### src/rtl/ftdi_tx_pattern_gen.sv
// AXI4-Stream packet source for the FT60x transmit path: emits runtime-configured
// packets whose byte j of packet p is (p + j) mod 256, for host throughput/integrity tests.
module ftdi_tx_pattern_gen #(
    parameter int S_TDATA_WIDTH = 4,
    parameter int LEN_WIDTH     = 16,
    parameter int CNT_WIDTH     = 32
) (
    input  logic                         tx_clk,
    input  logic                         tx_rstn,
    input  logic                         cfg_start,
    input  logic                         cfg_stop,
    input  logic [LEN_WIDTH-1:0]         cfg_pkt_len,
    input  logic [15:0]                  cfg_pkt_num,
    input  logic [7:0]                   cfg_gap,
    output logic                         m_axis_tvalid,
    input  logic                         m_axis_tready,
    output logic [S_TDATA_WIDTH*8-1:0]   m_axis_tdata,
    output logic [S_TDATA_WIDTH-1:0]     m_axis_tkeep,
    output logic [S_TDATA_WIDTH-1:0]     m_axis_tstrb,
    output logic                         m_axis_tlast,
    output logic                         busy,
    output logic                         done,
    output logic [CNT_WIDTH-1:0]         pkt_sent_cnt
);

    localparam int W = S_TDATA_WIDTH;

    typedef enum logic [1:0] {
        S_IDLE,
        S_SEND,
        S_GAP
    } state_t;

    state_t                 r_state,    w_state;
    logic [LEN_WIDTH-1:0]   r_lastBeat, w_lastBeat;
    logic [LEN_WIDTH-1:0]   r_rem,      w_rem;
    logic [LEN_WIDTH-1:0]   r_beat,     w_beat;
    logic [15:0]            r_num,      w_num;
    logic [7:0]             r_gap,      w_gap;
    logic [7:0]             r_gapCnt,   w_gapCnt;
    logic [15:0]            r_p,        w_p;
    logic [CNT_WIDTH-1:0]   r_cnt,      w_cnt;
    logic                   r_stop,     w_stop;
    logic                   r_done,     w_done;

    logic [LEN_WIDTH-1:0]   w_cfgLastBeat;
    logic [LEN_WIDTH-1:0]   w_cfgRem;
    logic [CNT_WIDTH-1:0]   w_cntInc;
    logic [7:0]             w_beatBase;
    logic                   w_valid;
    logic                   w_isLast;
    logic                   w_stopReq;
    logic [W*8-1:0]         w_tdata;
    logic [W-1:0]           w_tkeep;

    // Beat count and last-beat remainder are derived once at start so the run ignores later cfg changes.
    assign w_cfgLastBeat = (cfg_pkt_len - LEN_WIDTH'(1)) / LEN_WIDTH'(W);
    assign w_cfgRem      = cfg_pkt_len % LEN_WIDTH'(W);
    assign w_cntInc      = r_cnt + CNT_WIDTH'(1);
    assign w_beatBase    = 8'(r_beat * LEN_WIDTH'(W));
    assign w_valid       = (r_state == S_SEND);
    assign w_isLast      = w_valid && (r_beat == r_lastBeat);
    assign w_stopReq     = r_stop || cfg_stop;

    always_ff @(posedge tx_clk or negedge tx_rstn) begin
        if (!tx_rstn) begin
            r_state    <= S_IDLE;
            r_lastBeat <= '0;
            r_rem      <= '0;
            r_beat     <= '0;
            r_num      <= '0;
            r_gap      <= '0;
            r_gapCnt   <= '0;
            r_p        <= '0;
            r_cnt      <= '0;
            r_stop     <= 1'b0;
            r_done     <= 1'b0;
        end else begin
            r_state    <= w_state;
            r_lastBeat <= w_lastBeat;
            r_rem      <= w_rem;
            r_beat     <= w_beat;
            r_num      <= w_num;
            r_gap      <= w_gap;
            r_gapCnt   <= w_gapCnt;
            r_p        <= w_p;
            r_cnt      <= w_cnt;
            r_stop     <= w_stop;
            r_done     <= w_done;
        end
    end

    always_comb begin
        w_state    = r_state;
        w_lastBeat = r_lastBeat;
        w_rem      = r_rem;
        w_beat     = r_beat;
        w_num      = r_num;
        w_gap      = r_gap;
        w_gapCnt   = r_gapCnt;
        w_p        = r_p;
        w_cnt      = r_cnt;
        w_stop     = r_stop;
        w_done     = 1'b0;

        case (r_state)
            S_IDLE: begin
                if (cfg_start && (cfg_pkt_len != '0)) begin
                    w_state    = S_SEND;
                    w_lastBeat = w_cfgLastBeat;
                    w_rem      = w_cfgRem;
                    w_num      = cfg_pkt_num;
                    w_gap      = cfg_gap;
                    w_beat     = '0;
                    w_p        = '0;
                    w_cnt      = '0;
                    w_stop     = 1'b0;
                end
            end

            S_SEND: begin
                if (cfg_stop) begin
                    w_stop = 1'b1;
                end
                if (m_axis_tready) begin
                    if (r_beat == r_lastBeat) begin
                        w_beat = '0;
                        w_p    = r_p + 16'd1;
                        w_cnt  = w_cntInc;
                        if (w_stopReq || ((r_num != 16'd0) && (w_cntInc == CNT_WIDTH'(r_num)))) begin
                            w_state = S_IDLE;
                            w_done  = 1'b1;
                        end else if (r_gap != 8'd0) begin
                            w_state  = S_GAP;
                            w_gapCnt = r_gap;
                        end
                    end else begin
                        w_beat = r_beat + LEN_WIDTH'(1);
                    end
                end
            end

            S_GAP: begin
                if (cfg_stop) begin
                    w_stop = 1'b1;
                end
                if (r_gapCnt <= 8'd1) begin
                    if (w_stopReq) begin
                        w_state = S_IDLE;
                        w_done  = 1'b1;
                    end else begin
                        w_state = S_SEND;
                    end
                end else begin
                    w_gapCnt = r_gapCnt - 8'd1;
                end
            end

            default: begin
                w_state = S_IDLE;
            end
        endcase
    end

    // Lanes beyond the packet end on the final beat are dropped from keep and zeroed in data.
    always_comb begin
        w_tdata = '0;
        w_tkeep = '0;
        if (w_valid) begin
            for (int k = 0; k < W; k++) begin
                if (!w_isLast || (r_rem == '0) || (LEN_WIDTH'(k) < r_rem)) begin
                    w_tkeep[k]       = 1'b1;
                    w_tdata[k*8 +: 8] = r_p[7:0] + w_beatBase + 8'(k);
                end
            end
        end
    end

    assign m_axis_tvalid = w_valid;
    assign m_axis_tdata  = w_tdata;
    assign m_axis_tkeep  = w_tkeep;
    assign m_axis_tstrb  = w_tkeep;
    assign m_axis_tlast  = w_isLast;
    assign busy          = (r_state != S_IDLE);
    assign done          = r_done;
    assign pkt_sent_cnt  = r_cnt;

endmodule

### config.mk
export PLATFORM = sky130hd
export DESIGN_NAME = ftdi_tx_pattern_gen
export DESIGN_NICKNAME = d
export VERILOG_FILES = /design/src/rtl/ftdi_tx_pattern_gen.sv
export SDC_FILE = /design/constraint.sdc
export NUM_CORES = 1
export LEC_CHECK = 0
export CAP_MARGIN = 20
export CELL_PAD_IN_SITES_DETAIL_PLACEMENT = 0
export CELL_PAD_IN_SITES_GLOBAL_PLACEMENT = 1
export CORE_ASPECT_RATIO = 0.75
export CORE_MARGIN = 5
export CORE_UTILIZATION = 37
export DETAILED_ROUTE_END_ITERATION = 7
export PLACE_DENSITY = 0.85
export RECOVER_POWER = 25
export SLEW_MARGIN = 10
export SYNTH_ARGS = -nofsm -noshare
export SYNTH_HDL_FRONTEND = slang
export SYNTH_SLANG_ARGS = --single-unit
### constraint.sdc
create_clock -name tx_clk -period 3.3 [get_ports tx_clk]
set_input_delay 0.66 -clock tx_clk [delete_from_list [all_inputs] [get_ports tx_clk]]
set_output_delay 0.66 -clock tx_clk [all_outputs]
set_load 0.03 [all_outputs]
==> summary.txt, run 1 <==
Critical path
  – Startpoint Class: register
  – Critical Path Source: r_beat[0]
  – Crit Path Category: reg2out
  – FF-to-FF path depth: 10
  – CP Capture Type: output pin
  – R2R setup slack: 0.13 ns
  – Crit path to: m_axis_tdata[15]
  – Req. time, crit path: 2.64 ns
  – Crit path max fanout: 6
  – Critical R2R Capture: r_gapCnt[4]
  – FF-to-FF Start: pkt_sent_cnt[8]
  – Data arrival, critical path: 2.62 ns

CTS
  – CTS tree: built
  – Num CTS Buffers: 9
  – Worst-Skew Late Latency: 0.36 ns
  – H-tree levels: 3
  – Clock slew at reported path FFs: 0.07 ns
  – Clock root cell: clkbuf_16
  – Maximum root-to-sink buffer count: 2
  – Hold_buf cts: 0
  – Sink count of the clock tree: 108

Synth
  – Register area share after synthesis: 37.9%
  – Avg Cell Area, Syn: 8.60 µm²
  – Mapped Cells: 829
  – Post-synthesis cell area: 7130 µm²
  – Ys async rst share: 100%
  – Post-synth top area share: 37.9%
  – #FFs+latches synth: 108
  – Number of synthesized flops with an enable pin: 0
  – Syn nets: 892
  – Cell taking the most area after synthesis: dfrtp_1
  – Synth warn: 0
  – Unique masters post-synth: 66
  – Post-synth top flop: dfrtp_1
  – Synth area leaders: dfrtp_1 38%, o21ai_0 6.0%, xnor2_1 5.5%

Die
  – Rows: 44
  – Chip Height: 130 µm
  – Top Ports: 121
  – Placeable Area: 19200 µm²
  – Die Wd: 170 µm
  – DIE AREA: 22200 µm²
  – Initial core utilization: 37.2%

Timing
  – RSZ-0062 raised after global routing: yes
  – FMAX: 305 MHz
  – Minimum clock period after layout: 3.28 ns
  – Worst Setup Slack, final: 0.0188 ns
  – Final setup fails: 0
  – Final hold viol count: 0
  – Total Neg Setup Slack: 0 ns
  – Final Skew: 0.00791 ns
  – Actual slew at the worst max-slew pin: 2.61 ns
  – Tcrit/Tclk final: 99.4%
  – Slew HR: -74.0%
  – Final slew viol count: 44

Route
  – Drt pass-1 iters: 5
  – Vias: 6752
  – First DRT Iteration DRCs: 545
  – DR WL/cell: 16.8 µm
  – DRC Markers: 0
  – Final ANT Viol Nets: 0
  – Final wirelength: 21000 µm
  – Vias/cell: 5.39

Global route
  – GRT Total Usage: 19.0%
  – Initial antenna violation count: 0
  – Largest net degree at the start of global routing: 45
  – First-pass GRT wire length: 33900 µm
  – Vias in the first global route: 6411
  – Gr ovfl total: 0

Cells and area
  – Antenna diodes: 0
  – Share of cells above drive strength 1: 19.4%
  – Non-Filler Instances: 1252
  – Final nets: 1058
  – P&R area growth vs syn: 33.9%

Placement
  – Port bufs: 120
  – Final HPWL DP: 15900 µm
  – DP Worst Slack: 0.0599 ns
  – Final RePlAce weighted congestion: 0.848
  – Cells after DPL: 1236

Power
  – Worst vdd ir: 350 µV
  – PD cells: 603 nW/µm²
  – Leakage: 4.02 nW
  – Total power draw: 5.75 mW

Job
  – Maxcap violations: 1

Run status
  – Status: complete, but fails checks
  – Violated checks: capacitance limit, slew limit

Min path
  – Hold/Removal Path Class: reg2reg
cell usage in the layout, fill, tap and decap left out, types with 24 or more instances in the layout:
cell               n
mux2_2            28
nand4_1           26
nor2_1            59
xnor2_1           42
clkdlybuf4s50_1   85
buf_4             88
xor2_1            31
dfrtp_1           94
o21ai_0           86
nand3_1           24
nand2_1          100
dlygate4sd2_1     24
flip-flops by register name, indices dropped and copies added (netlist names):
name and flops:
done 1, r_gapCnt 8, r_gap 8, r_p 8, r_lastBeat 14, r_state 2, r_rem 2, r_beat 16
r_stop 1, pkt_sent_cnt 32, r_num 16
final cells by class:
type                    instances  area (µm²)
multi-input cells             644        4230
well taps                     253         317
clock inverters                 5        60.1
inverters                      22        82.6
flip-flops and latches        108        2720
clock buffers                  10         239
repair buffers                210        1890
fillers                      1842        9620
how the worst min path moves through the flow:
stage / from / to / slack (ns) / cells after the start
after floorplan: tx_rstn / done / 0.36 / 0
after detailed placement: r_lastBeat[10] / r_lastBeat[10] / 0.49 / 2
after global placement: r_lastBeat[0] / r_lastBeat[0] / 0.49 / 2
final: r_lastBeat[7] / r_lastBeat[7] / 0.51 / 2
after global routing: r_lastBeat[1] / r_lastBeat[1] / 0.54 / 2
after CTS: tx_rstn / pkt_sent_cnt[13] / 0.33 / 1
logic make-up (layout without fill, tap and decap cells):
| group | after synthesis | count (layout) | share of synthesized area [%] |
|---|---|---|---|
| buf+inv | 77 | 247 | 4.64 |
| xor+xnor | 77 | 77 | 9.46 |
| compound gates | 183 | 183 | 15.8 |
| flops | 108 | 108 | 37.9 |
| simple gates | 335 | 335 | 24.0 |
| fa+ha+maj | 18 | 18 | 3.27 |
| mux | 31 | 31 | 4.85 |
per-stage QoR:
step | hold WS, ns | cell area (µm²) | utilization, %
global route | 0.541 | 9540 | 49.8
detailed placement | 0.493 | 9160 | 47.8
floorplan | 0.364 | 7200 | -
global placement | 0.489 | 9160 | 47.8
finish | 0.507 | 9540 | 49.8
CTS | 0.326 | 9480 | 49.5
layer usage:
layer | global-route usage, % | vias up | wire [µm]
met2 | 28.9 | 204 | 9150
met1 | 27.6 | 3232 | 10200
met4 | 4.08 | 0 | 244
met5 | 0 | - | 0
li1 | - | 3299 | -
met3 | 4.66 | 17 | 1440
critical path, cell delays in order, from the launching register on:
cell	delay, ns
dfrtp_1	0.40
ha_2	0.21
fa_2	0.40
a21oi_2	0.16
nor2_2	0.05
nor2_2	0.12
xnor2_2	0.15
nand2_2	0.11
or3_1	0.37
a21oi_2	0.15
buf_6	0.15
cells in the mapped netlist (all sizes together), types with 4 or more instances:
master and count:
nand2 103, ha 17, or3 8, mux2 28, nand3 26, a21oi 28
clkbuf 34, nand4 28, nor2b 4, and3 20, xnor2 45, nor4 21
buf 21, or4 6, a31oi 10, nor2 61, o21ai 87, xor2 32
a21o 9, and2 11, nor3 23, nand2b 5, dfrtp 108, inv 22
and4 8, o221a 4, o31ai 13, o41ai 4
where the power goes:
group | total, mW | leakage, nW | switching, mW | internal [mW]
clock | 1.13 | 0.145 | 0.517 | 0.610
combinational | 2.65 | 2.51 | 1.52 | 1.13
sequential | 1.98 | 1.37 | 0.326 | 1.65
total | 5.75 | 4.02 | 2.37 | 3.39
repair_timing:
item | CTS | global route
buffers inserted | 1 | 0
gates resized for setup | 45 | 18
cloned | 0 | 0
pin swaps | 4 | 6
endpoints found under the setup margin | 32 | 25
(Power assumes the default switching activity.)
==> inputs of run 2 (changes only) <==
- CORE_UTILIZATION: 37 -> 44
- PLACE_DENSITY: 0.85 -> 0.94
- clock period: 3.3 -> 3.8 ns (I/O delays scaled with it)
==> summary.txt, run 2 (synthesis gave the netlist of run 1 again) <==
Route
  – Vias/cell: 5.64 (+4.5%)
  – DRC Markers: 0 (unchanged)
  – Final ANT Viol Nets: 0 (unchanged)
  – First DRT Iteration DRCs: 552 (+1.3%)
  – DR WL/cell: 17.1 µm (+1.9%)
  – Final wirelength: 19900 µm (-5.0%)
  – Drt pass-1 iters: 5 (unchanged)
  – Vias: 6579 (-2.6%)

Critical path
  – CP Cell Sequence: nand4_2, or4_1, or4_4, xnor2_1, or4_2, nor4_4, a21oi_2, a21boi_0, o221a_1
  – Req. time, crit path: 4.05 ns (+1.41 ns)
  – CP max-delay cell: or4_2
  – CP Capture Type: register
  – Crit path max fanout: 14 (+8)
  – FF-to-FF Start: pkt_sent_cnt[14]
  – Crit Path Category: reg2reg
  – Startpoint Class: register
  – CP peak stage delay: 0.65 ns (+0.25 ns)
  – Data arrival, critical path: 3.90 ns (+1.28 ns)
  – Critical Path Source: pkt_sent_cnt[14]

Global route
  – Initial antenna violation count: 0 (unchanged)
  – GRT Total Usage: 21.5% (+2.5 points)
  – Largest net degree at the start of global routing: 64 (+42%)
  – Gr ovfl total: 0 (unchanged)
  – Vias in the first global route: 6224 (-2.9%)
  – First-pass GRT wire length: 32800 µm (-3.3%)

Timing
  – Minimum clock period after layout: 3.65 ns
  – Total Neg Setup Slack: 0 ns (unchanged)
  – Final slew viol count: 64 (+45%)
  – Final Skew: 0.00937 ns (+0.00145 ns)
  – Final setup fails: 0 (unchanged)
  – Final hold viol count: 0 (unchanged)
  – FMAX: 274 MHz
  – RSZ-0062 raised after global routing: no
  – Actual slew at the worst max-slew pin: 1.64 ns (-0.969 ns)
  – Tcrit/Tclk final: 96.0%
  – Slew HR: -9.36% (+65 points)

Die
  – DIE AREA: 18900 µm² (-15%)
  – Die Wd: 157 µm (-7.8%)
  – Top Ports: 121 (unchanged)
  – Rows: 40 (-9.1%)
  – Initial core utilization: 44.6% (+7.4 points)
  – Placeable Area: 16000 µm² (-17%)
  – Chip Height: 120 µm (-7.7%)

CTS
  – Sink count of the clock tree: 108 (unchanged)
  – Clock root cell: clkbuf_16
  – Clock slew at reported path FFs: 0.08 ns (about the same)
  – CTS tree: built
  – Num CTS Buffers: 9 (unchanged)
  – H-tree levels: 3 (unchanged)
  – Maximum root-to-sink buffer count: 2 (unchanged)
  – Worst-Skew Late Latency: 0.36 ns (about the same)

Cells and area
  – Share of cells above drive strength 1: 11.9% (-7.5 points)
  – Multi-input logic area: 4110 µm² (-2.8%)
  – Layout fillers: 1439 (-22%)
  – Most frequent cells in the layout: 108 x dfrtp_1, 107 x clkdlybuf4s50_1, 101 x nand2_1
  – Final nets: 1015 (-4.1%)
  – P&R area growth vs syn: 26.8%
  – Most common cell after layout, fill and taps aside: dfrtp_1
  – Antenna diodes: 0 (unchanged)
  – Max reg flops: 32 (unchanged)
  – Total area of sequential cells: 2700 µm² (-0.64%)

Power
  – Worst vdd ir: 502 µV (+44%)
  – PD cells: 554 nW/µm² (-8.1%)
  – Leakage: 3.74 nW (-7.0%)
  – Total power draw: 5.01 mW (-13%)

Placement
  – Port bufs: 120 (unchanged)
  – Final RePlAce weighted congestion: 0.896 (+5.7%)
  – Final HPWL DP: 15100 µm (-5.1%)

Min path
  – Hold/Removal Path Class: reg2reg
  – Min-delay src: r_lastBeat[13]

Run status
  – Violated checks: capacitance limit, slew limit
  – Status: complete, but fails checks

Job
  – Maxcap violations: 1 (unchanged)
run 2: cell count changes in the layout (fill, tap and decap cells not counted), moves of 4 or more:
cell,delta
dfrtp_2,-14
a21oi_2,-5
clkdlybuf4s50_1,+22
buf_4,-40
a21oi_1,+6
dfrtp_1,+14
dlygate4sd2_1,-20
buf_12,-4
run 2: report_power, final:
group          total (mW)  switching (mW)  internal [mW]
combinational        2.23            1.29          0.946
sequential           1.72           0.291           1.43
clock                1.05           0.462          0.587
run 2: layout make-up:
type,count,area share [%]
Multi-Input combinational cell,644,45.5
Sequential cell,108,29.9
Timing Repair Buffer,167,17.2
Tap cell,210,2.91
Clock buffer,10,2.53
Clock inverter,6,1.07
Inverter,22,0.914
run 2: per-layer routing:
layer  vias to the layer above  GRT usage (%)  part of all wire (%)
met5                         -              0                     0
met4                         0           3.85                  0.92
met3                        12           5.19                   8.0
met2                       215           32.5                    44
met1                      3143           31.7                    47
li1                       3209              -                     -
run 2: path summary, 6_finish.rpt:
| check | cells past startpoint | slack (ns) | endpoint |
|---|---|---|---|
| worst max-delay path | 9 | 0.15 | r_gapCnt[4] |
| worst min-delay path | 2 | 0.50 | r_lastBeat[13] |
| worst max register to register | 9 | 0.15 | r_gapCnt[4] |
| worst min register to register | 2 | 0.50 | r_lastBeat[13] |
| max in group asynchronous | 2 | 1.09 | r_beat[4] |
| min in group asynchronous | 1 | 0.82 | pkt_sent_cnt[14] |
run 2: through the flow:
step	utilization, %	instances	instance area [µm²]	hold slack (ns)	setup slack, ns
finish	56.6	1167	9040	0.504	0.152
global route	56.6	1167	9040	0.527	0.00266
CTS	56.6	1167	9040	0.511	0.0273
detailed placement	54.6	1151	8710	0.494	0.149
global placement	54.6	1151	8710	0.492	0.177
floorplan	-	829	7130	0.464	0.0845
run 2: critical path: cells and delay by family, from the launching register on:
family | cells | cell delay, ns
flops | 1 | 0.46
xor+xnor | 1 | 0.15
compound gates | 3 | 0.66
simple gates | 5 | 2.26
run 2: timing repair:
| action | 4_1_cts | 5_1_grt |
|---|---|---|
| resized for setup | 6 | 10 |
| hold endpoints to repair | 0 | 0 |
| setup buffers | 0 | 0 |
| hold buffers | 0 | 0 |
| endpoints found under the setup margin | 6 | 23 |
